<file path="config.mk">
export PLATFORM = sky130hd
export DESIGN_NAME = booth_csa_accum
export DESIGN_NICKNAME = d
export VERILOG_FILES = /design/src/rtl/booth_csa_accum_pkg.sv /design/src/rtl/booth_pp_gen.sv /design/src/rtl/booth_csa_accum.sv
export SDC_FILE = /design/constraint.sdc
export NUM_CORES = 1
export LEC_CHECK = 0
export CAP_MARGIN = 25
export CORE_MARGIN = 4
export CORE_UTILIZATION = 61
export DETAILED_ROUTE_END_ITERATION = 16
export GPL_TIMING_DRIVEN = 0
export PLACE_DENSITY = 0.82
export SYNTH_ARGS = -nofsm -noshare
export SYNTH_HDL_FRONTEND = slang
export SYNTH_SLANG_ARGS = --single-unit
</file>
<file path="constraint.sdc">
create_clock -name clk -period 15 [get_ports clk]
set_input_delay 4.5 -clock clk [delete_from_list [all_inputs] [get_ports clk]]
set_output_delay 4.5 -clock clk [all_outputs]
set_load 0.02 [all_outputs]
</file>
<file path="src/rtl/booth_csa_accum_pkg.sv">
// Radix-4 Booth digit encoding and the operand-width relation shared by
// the booth_csa_accum slice.
package booth_csa_accum_pkg;

  localparam int N_DEFAULT = 16;

  typedef enum logic [2:0] {
    ZERO = 3'd0,
    POS1 = 3'd1,
    POS2 = 3'd2,
    NEG1 = 3'd3,
    NEG2 = 3'd4
  } booth_dig_e;

  function automatic int ndig_of(input int n);
    return n / 2;
  endfunction

  // Window bits are {b[2i+1], b[2i], b[2i-1]}.
  function automatic booth_dig_e booth_decode(input logic [2:0] win);
    booth_dig_e d;
    case (win)
      3'b001, 3'b010: d = POS1;
      3'b011:         d = POS2;
      3'b100:         d = NEG2;
      3'b101, 3'b110: d = NEG1;
      default:        d = ZERO;
    endcase
    return d;
  endfunction

endpackage

</file>
<file path="src/rtl/booth_pp_gen.sv">
// Combinational Booth partial-product row: selects 0/A/2A, shifts it to the
// digit position and one's-complements it for negative digits.
module booth_pp_gen
  import booth_csa_accum_pkg::*;
#(
  parameter int N  = N_DEFAULT,
  parameter int SW = 3
) (
  input  logic [2*N-1:0] a_i,
  input  logic [2:0]     digit_i,
  input  logic [SW-1:0]  shift_i,
  output logic [2*N-1:0] pp_o,
  output logic           neg_o
);

  booth_dig_e     dig;
  logic [2*N-1:0] mag;
  logic [2*N-1:0] shifted;

  always_comb begin
    dig   = booth_decode(digit_i);
    mag   = '0;
    neg_o = 1'b0;
    case (dig)
      POS1: mag = a_i;
      POS2: mag = a_i << 1;
      NEG1: begin
        mag   = a_i;
        neg_o = 1'b1;
      end
      NEG2: begin
        mag   = a_i << 1;
        neg_o = 1'b1;
      end
      default: mag = '0;
    endcase
    shifted = mag << {shift_i, 1'b0};
    // The +1 completing the negation is injected into carry bit 0 by the CSA row.
    pp_o = neg_o ? ~shifted : shifted;
  end

endmodule

</file>
<file path="src/rtl/booth_csa_accum.sv">
// Sequential radix-4 Booth multiplier front end: one digit per cycle into a
// 3:2 carry-save accumulator, result left in redundant sum/carry form.
//
// state  | meaning
// IDLE   | in_ready=1, waiting for operands
// RUN    | retiring Booth digit cnt_q into the CSA accumulator
// DONE   | out_valid=1, sum_out/carry_out held until out_ready
module booth_csa_accum
  import booth_csa_accum_pkg::*;
#(
  parameter int N = N_DEFAULT
) (
  input  logic           clk,
  input  logic           rst,
  input  logic           in_valid,
  output logic           in_ready,
  input  logic [N-1:0]   a_in,
  input  logic [N-1:0]   b_in,
  output logic           out_valid,
  input  logic           out_ready,
  output logic [2*N-1:0] sum_out,
  output logic [2*N-1:0] carry_out
);

  localparam int NDIG = ndig_of(N);
  localparam int W    = 2 * N;
  localparam int CW   = (NDIG > 1) ? $clog2(NDIG) : 1;

  localparam logic [1:0] S_IDLE = 2'd0;
  localparam logic [1:0] S_RUN  = 2'd1;
  localparam logic [1:0] S_DONE = 2'd2;

  logic [1:0]   state_q, state_d;
  logic [CW-1:0] cnt_q, cnt_d;
  logic [W-1:0] a_q, a_d;
  logic [N:0]   b_q, b_d;
  logic [W-1:0] s_q, s_d;
  logic [W-1:0] c_q, c_d;
  logic [W-1:0] sum_q, sum_d;
  logic [W-1:0] carry_q, carry_d;

  logic [2:0]   digit;
  logic [W-1:0] pp;
  logic         neg;
  logic [W-1:0] maj;
  logic [W-1:0] s_nxt;
  logic [W-1:0] c_nxt;

  assign digit = b_q[{cnt_q, 1'b0} +: 3];

  booth_pp_gen #(
    .N  (N),
    .SW (CW)
  ) u_pp_gen (
    .a_i     (a_q),
    .digit_i (digit),
    .shift_i (cnt_q),
    .pp_o    (pp),
    .neg_o   (neg)
  );

  assign s_nxt = s_q ^ c_q ^ pp;
  assign maj   = (s_q & c_q) | (s_q & pp) | (c_q & pp);
  assign c_nxt = {maj[W-2:0], neg};

  always_comb begin
    state_d = state_q;
    cnt_d   = cnt_q;
    a_d     = a_q;
    b_d     = b_q;
    s_d     = s_q;
    c_d     = c_q;
    sum_d   = sum_q;
    carry_d = carry_q;
    case (state_q)
      S_IDLE: begin
        if (in_valid) begin
          a_d     = {{N{a_in[N-1]}}, a_in};
          b_d     = {b_in, 1'b0};
          s_d     = '0;
          c_d     = '0;
          cnt_d   = '0;
          state_d = S_RUN;
        end
      end
      S_RUN: begin
        s_d   = s_nxt;
        c_d   = c_nxt;
        cnt_d = cnt_q + 1'b1;
        if (cnt_q == CW'(NDIG - 1)) begin
          sum_d   = s_nxt;
          carry_d = c_nxt;
          state_d = S_DONE;
        end
      end
      S_DONE: begin
        if (out_ready) state_d = S_IDLE;
      end
      default: state_d = S_IDLE;
    endcase
  end

  always_ff @(posedge clk) begin
    if (rst) begin
      state_q <= S_IDLE;
      cnt_q   <= '0;
      a_q     <= '0;
      b_q     <= '0;
      s_q     <= '0;
      c_q     <= '0;
      sum_q   <= '0;
      carry_q <= '0;
    end else begin
      state_q <= state_d;
      cnt_q   <= cnt_d;
      a_q     <= a_d;
      b_q     <= b_d;
      s_q     <= s_d;
      c_q     <= c_d;
      sum_q   <= sum_d;
      carry_q <= carry_d;
    end
  end

  assign in_ready  = (state_q == S_IDLE);
  assign out_valid = (state_q == S_DONE);
  assign sum_out   = sum_q;
  assign carry_out = carry_q;

endmodule

</file>
==> run_results.csv, run 1 <==
group,metric,value,unit
sta,rsz0062_at_grt,"no",
synth,synth_seq_area_share,39.5,%
layout,drive_gt1_share,4.81,%
critical_path,cp-end-kind,"flip-flop",
critical_path,worst-r2r-cell-count,19,
floorplan,core_area,13300,sq um
drt,drt_first_pass_iters,7,
global_route,antenna_found_initial,0,
power_and_ir_drop,p_leak,3.23,nW
sta,fin_crit,6.30,ns
critical_path,critPathKind,"reg -> reg",
place,finalWeightedCongestion,0.995,
clock_network,htreeDepth,4,
floorplan,die_y,125,um
layout,finalNetCount,1203,
drt,drcViolationCount,0,
critical_path,critical_path_required,15.37,ns
floorplan,rows,42,
drt,drt_iter0_drc,681,
global_route,grt_max_degree,17,
sta,slew_headroom,33.3,%
sta,setup_viol,0,
floorplan,die_x,125,um
drt,viasPerCell,5.79,
synth,synthesis.nets,1084,
synth,yosys.area.top_type,"dfxtp_1",
layout,area_delta_synth_final,21.5,%
sta,min_period_over_period,42.0,%
synth,synth_edf_count,0,
sta,worst_pin_slew,0.998,ns
global_route,grt_first_pass_wirelength,37.7,mm
sta,hold_viol_final,0,
worst_hold_path,hp-class,"reg -> reg",
synth,syn_area_per_cell,8.27,sq um
clock_network,clk_pin_slew,0.07,ns
layout,fill_cells,991,
power_and_ir_drop,cellPowerDensity,105,nW/um^2
sta,drv_slew,0,
global_route,overflow,0,
clock_network,cts_tree,"yes",
critical_path,cpPeakStageDelay,0.80,ns
clock_network,cts_inserted_buffers,17,
global_route,grt_pass1_vias,7366,
critical_path,cp_max_fo,10,
place,portBuffers,100,
job,cap_viol_max_count,0,
synth,ys_seq_elements,165,
clock_network,cts-root-buf,"clkbuf_16",
clock_network,cts_sinks,165,
layout,insertedDiodeCount,0,
synth,yosysTopAreaCellShare,39.5,%
critical_path,crit_top_cell,"mux2i_1",
clock_network,ctsLongestPathBuffers,2,
worst_hold_path,hold_path_depth,2,
floorplan,initial_utilization,62.6,%
synth,synth-async-reset-ratio,0,%
critical_path,slowest_stage,"nor3b_1",
global_route,grt_util_all_layers,29.6,%
critical_path,arrival,6.67,ns
status,outcome,"complete, no violations",
drt,wl,23.2,mm
place,dp_hpwl,17.1,mm
layout,final_core_util,76.1,%
synth,synth_flop_cell,"dfxtp_1",
synth,yosys-top-cells-area,"dfxtp_1 (40%), nor2_1 (8.8%), fa_1 (7.4%), nand2_1 (5.6%), a211oi_1 (5.5%)",
critical_path,crit_path_cell_trace,"buf_6 -> clkbuf_1 -> buf_1 -> mux4_2 -> mux2i_1 -> inv_1 -> ha_1 -> nor3b_1 -> clkbuf_1 -> nand2_1 -> mux2_1 -> a32oi_1 -> mux2i_1 -> mux2i_1 -> xor2_1 -> fa_1 -> nor2_1 -> a31oi_1 -> nor2_1",
sta,fin_skew,0.00889,ns
floorplan,die-area,15600,sq um
sta,max_freq,0.159,GHz
sta,finalSetupTns,0,ns
synth,netlist_area,8360,sq um
synth,postSynthCellCount,1011,
layout,layout_common_cells,"nor2_1 (195), dfxtp_1 (165), nand2_1 (125)",
synth,yosys_warnings,0,
clock_network,cts-resized-gates,0,
drt,wl_per_cell,17.6,um
layout,final_common_cell,"nor2_1",
clock_network,cts_setup_buffers,0,
floorplan,io-pin-count,102,
power_and_ir_drop,vdd_drop_max,0.120,mV
synth,synth_cell_types,53,
clock_network,cts_hold_buf,0,
drt,ant_nets,0,
drt,routed-via-count,7638,
critical_path,cp-start-kind,"flip-flop",
clock_network,insertion_delay,0.43,ns
## cells by family (layout without fill, tap and decap cells)
| family | Yosys count | in the layout | share of synthesized area [%] |
|---|---|---|---|
| buf+inv | 150 | 282 | 7.05 |
| xor+xnor | 32 | 32 | 3.52 |
| simple gates | 349 | 349 | 16.4 |
| flops | 165 | 165 | 39.5 |
| mux | 52 | 52 | 7.23 |
| fa+ha+maj | 37 | 37 | 8.32 |
| compound gates | 226 | 226 | 18.0 |
## flip-flops by register name, indices dropped and copies added, names as in the netlist
signal	count
b_q	16
c_q	32
cnt_q	3
a_q	16
state_q	2
sum_out	32
s_q	32
carry_out	32
## report_power, final
group / leakage (nW) / total, mW / switching (mW) / internal (mW)
registers: 1.34 / 0.458 / 0.00896 / 0.449
logic: 1.61 / 0.169 / 0.109 / 0.0606
clock network: 0.285 / 0.435 / 0.196 / 0.239
total: 3.23 / 1.06 / 0.314 / 0.749
## worst paths after layout
path                            slack [ns]             startpoint                   end
worst min-delay path                  0.46   b_q[14]$_SDFFE_PP0P_  b_q[14]$_SDFFE_PP0P_
worst max register to register        8.70  cnt_q[1]$_SDFFE_PP0P_  s_q[13]$_SDFFE_PP0P_
worst max-delay path                  8.70  cnt_q[1]$_SDFFE_PP0P_  s_q[13]$_SDFFE_PP0P_
worst min register to register        0.46   b_q[14]$_SDFFE_PP0P_  b_q[14]$_SDFFE_PP0P_
## synth_stat cells, types with 2 or more instances
| cell type | number |
|---|---|
| nand2_1 | 125 |
| nor3_1 | 2 |
| nand3_1 | 10 |
| a31oi_1 | 61 |
| buf_2 | 3 |
| xnor2_1 | 6 |
| mux2_2 | 8 |
| a211oi_1 | 61 |
| nor2_1 | 195 |
| inv_1 | 64 |
| ha_1 | 6 |
| nor3b_1 | 2 |
| mux2_4 | 2 |
| o21ai_1 | 3 |
| nand2b_1 | 5 |
| dfxtp_1 | 165 |
| a32oi_1 | 11 |
| a21oi_1 | 66 |
| buf_1 | 7 |
| o21ai_0 | 3 |
| a221oi_1 | 2 |
| o211a_1 | 2 |
| xor2_1 | 25 |
| buf_6 | 3 |
| and2_1 | 4 |
| mux2i_1 | 27 |
| mux4_2 | 4 |
| mux2_1 | 11 |
| nor2b_1 | 3 |
| clkbuf_1 | 72 |
| fa_1 | 31 |
## layer usage
| metal | vias to the layer above | track usage (%) | share of wire, % |
|---|---|---|---|
| li1 | 3636 | - | - |
| met1 | 3631 | 40.6 | 44 |
| met2 | 316 | 47.0 | 46 |
| met3 | 55 | 6.27 | 7.3 |
| met4 | 0 | 9.82 | 2.3 |
| met5 | - | 0 | 0 |
## final cells by class
cell class | count | area [sq um] | area share, %
multi-input combinational | 696 | 4470 | 44.0
sequential | 165 | 3300 | 32.5
timing repair buffer | 100 | 1000 | 9.85
clock buffer | 19 | 443 | 4.36
buffer | 85 | 345 | 3.40
inverter | 65 | 244 | 2.40
tap | 176 | 220 | 2.17
clock inverter | 13 | 138 | 1.35
## through the flow
step / area (sq um) / setup slack (ns) / cells / hold slack (ns) / power, mW
after floorplan: 8360 / 9.58 / 1011 / 0.432 / 0.579
after global placement: 9580 / 8.81 / 1287 / 0.442 / 0.629
after detailed placement: 9580 / 8.80 / 1287 / 0.447 / 0.632
after CTS: 10200 / 8.72 / 1319 / 0.456 / 1.06
after global routing: 10200 / 8.28 / 1319 / 0.473 / 1.10
final: 10200 / 8.70 / 1319 / 0.456 / 1.06
## critical path, delay by kind of cell (launching register included)
kind	cells	cell delay (ns)
AO/OA/AOI/OAI	2	0.39
XOR/XNOR	1	0.37
adder cells (fa/ha/maj)	2	0.77
buffers and inverters	5	1.77
flip-flops	1	0.35
multiplexers	5	1.45
AND/OR/NAND/NOR	4	1.14
Power figures use the tool's default switching activity.
==> run 2, diff against run 1 <==
- CORE_UTILIZATION: 61 -> 51
- PLACE_DENSITY: 0.82 -> 0.73
- clock period: 15 -> 5.6 ns (I/O delays scaled with it)
==> run 2 against run 1 <==
Effect of this change:
- die area rose by 18%
- clock-buffer cell count rose by 1
- fmax rose by 19%
- final area rose by 0.74%
- final cell count rose by 3.0%
- critical path depth fell by 2
- combinational power rose to 2.7 times the previous value
- largest cell class unchanged
==> run_results.csv, run 2 (synthesized netlist as in run 1, its figures left out) <==
group,metric,value,unit
clock_network,cts-root-buf,"clkbuf_16",
sta,fin_crit,5.27,ns
layout,area_delta_synth_final,22.4,%
critical_path,critical_path_required,5.97,ns
job,cap_viol_max_count,0,
clock_network,insertion_delay,0.44,ns
floorplan,core_area,16000,sq um
place,portBuffers,100,
place,dp_hpwl,17.2,mm
floorplan,die-area,18500,sq um
power_and_ir_drop,vdd_drop_max,0.222,mV
sta,hold_viol_final,0,
sta,setup_viol,0,
power_and_ir_drop,p_leak,3.25,nW
sta,fin_skew,0.0109,ns
layout,finalNonFillerCells,1358,
critical_path,cp-end-kind,"flip-flop",
global_route,overflow,0,
clock_network,cts_inserted_buffers,17,
sta,max_freq,0.190,GHz
clock_network,clk_pin_slew,0.07,ns
layout,design_area,10200,sq um
sta,drv_slew,0,
sta,finalWorstSetupSlack,0.328,ns
clock_network,cts-resized-gates,5,
drt,wl_met1,10.3,mm
power_and_ir_drop,cellPowerDensity,278,nW/um^2
layout,layout_common_cells,"nor2_1 (195), dfxtp_1 (165), nand2_1 (125)",
floorplan,rows,46,
clock_network,cts_tree,"yes",
floorplan,initial_utilization,52.3,%
critical_path,arrival,5.64,ns
place,finalWeightedCongestion,0.930,
floorplan,die_y,136,um
power_and_ir_drop,total_power,2.85,mW
drt,wl_met3,1.41,mm
global_route,grt_util_all_layers,25.6,%
drt,ant_nets,0,
drt,wl_per_cell,16.9,um
place,place_area,9630,sq um
sta,rsz0062_at_grt,"no",
clock_network,cts_setup_buffers,0,
critical_path,critPathKind,"reg -> reg",
drt,wl,22.9,mm
layout,fill_cells,1450,
sta,min_period_over_period,94.1,%
drt,met2_length,10.7,mm
critical_path,cp-start-kind,"flip-flop",
floorplan,die_x,136,um
critical_path,slowest_stage,"clkbuf_1",
status,outcome,"complete, no violations",
global_route,grt_first_pass_wirelength,37.4,mm
critical_path,cpPeakStageDelay,0.50,ns
sta,worst_pin_slew,0.681,ns
sta,slew_headroom,54.6,%
layout,multi_input_area,4480,sq um
layout,final_common_cell,"nor2_1",
critical_path,worst-r2r-cell-count,17,
drt,top_layer,"met4",
place,pre_cts_ws,-0.502,ns
clock_network,htreeDepth,4,
layout,finalNetCount,1202,
place,placed_cells,1327,
critical_path,cp_max_fo,10,
clock_network,cts_hold_buf,0,
drt,viasPerCell,5.57,
critical_path,crit_path_cell_trace,"clkbuf_1 -> clkbuf_1 -> mux2i_1 -> inv_1 -> ha_1 -> nor3b_2 -> clkbuf_2 -> nand2_1 -> mux2_2 -> a32oi_1 -> a21oi_1 -> a21oi_1 -> xor2_1 -> fa_1 -> nor2_1 -> a31oi_1 -> nor2_1",
drt,drt_first_pass_iters,5,
drt,drt_iter0_drc,623,
worst_hold_path,hp-class,"reg -> reg",
layout,drive_gt1_share,5.52,%
clock_network,ctsLongestPathBuffers,2,
global_route,grt_max_degree,17,
worst_hold_path,hold_path_depth,2,
drt,routed-via-count,7559,
layout,insertedDiodeCount,0,
drt,drcViolationCount,0,
global_route,antenna_found_initial,0,
layout,regArea,3300,sq um
floorplan,io-pin-count,102,
global_route,grt_pass1_vias,7176,
clock_network,cts_sinks,165,
sta,whs,0.453,ns
[run 2: cell types whose count changed in the layout (fill, tap and decap cells not counted), moves of 2 or more]
cell	delta
nor3b_1	-2
clkbuf_8	+2
buf_2	+2
buf_1	-2
clkinvlp_4	+2
clkbuf_1	-5
clkbuf_2	+3
inv_6	-3
[run 2: path summary, 6_finish.rpt]
kind / start / end / slack (ns)
max: cnt_q[2]$_SDFFE_PP0P_ / s_q[23]$_SDFFE_PP0P_ / 0.33
min: b_q[10]$_SDFFE_PP0P_ / b_q[10]$_SDFFE_PP0P_ / 0.45
max reg2reg: cnt_q[2]$_SDFFE_PP0P_ / s_q[23]$_SDFFE_PP0P_ / 0.33
min reg2reg: b_q[10]$_SDFFE_PP0P_ / b_q[10]$_SDFFE_PP0P_ / 0.45
[run 2: layout make-up]
type | instances | share of cell area (%)
sequential | 165 | 32.3
tap | 216 | 2.64
buffer | 84 | 3.40
inverter | 65 | 2.38
clock buffer | 20 | 4.56
timing repair buffer | 100 | 9.78
multi-input combinational | 696 | 43.8
clock inverter | 12 | 1.17
[run 2: per-layer routing]
metal  up-vias  track usage, %
met4         0            7.50
met2       275            40.8
met3        42            4.48
met5         -               0
li1       3645               -
met1      3597            35.8
[run 2: metrics by stage]
step	TNS, ns	utilization [%]
final	0	64.0
after global routing	0	64.0
after CTS	0	64.0
after detailed placement	-23.00	60.2
after global placement	-18.01	60.2
after floorplan	0	-
[run 2: worst max-delay path: cells and delay by family, from the launching register on]
family	cells	cell delay [ns]
multiplexers	2	0.69
adder cells (fa/ha/maj)	2	0.77
flip-flops	1	0.38
AO/OA/AOI/OAI	4	0.91
AND/OR/NAND/NOR	4	0.82
buffers and inverters	4	1.32
XOR/XNOR	1	0.29
[run 2: power by group]
part | internal [mW] | switching [mW]
clock | 0.656 | 0.514
combinational | 0.165 | 0.289
sequential | 1.20 | 0.0233
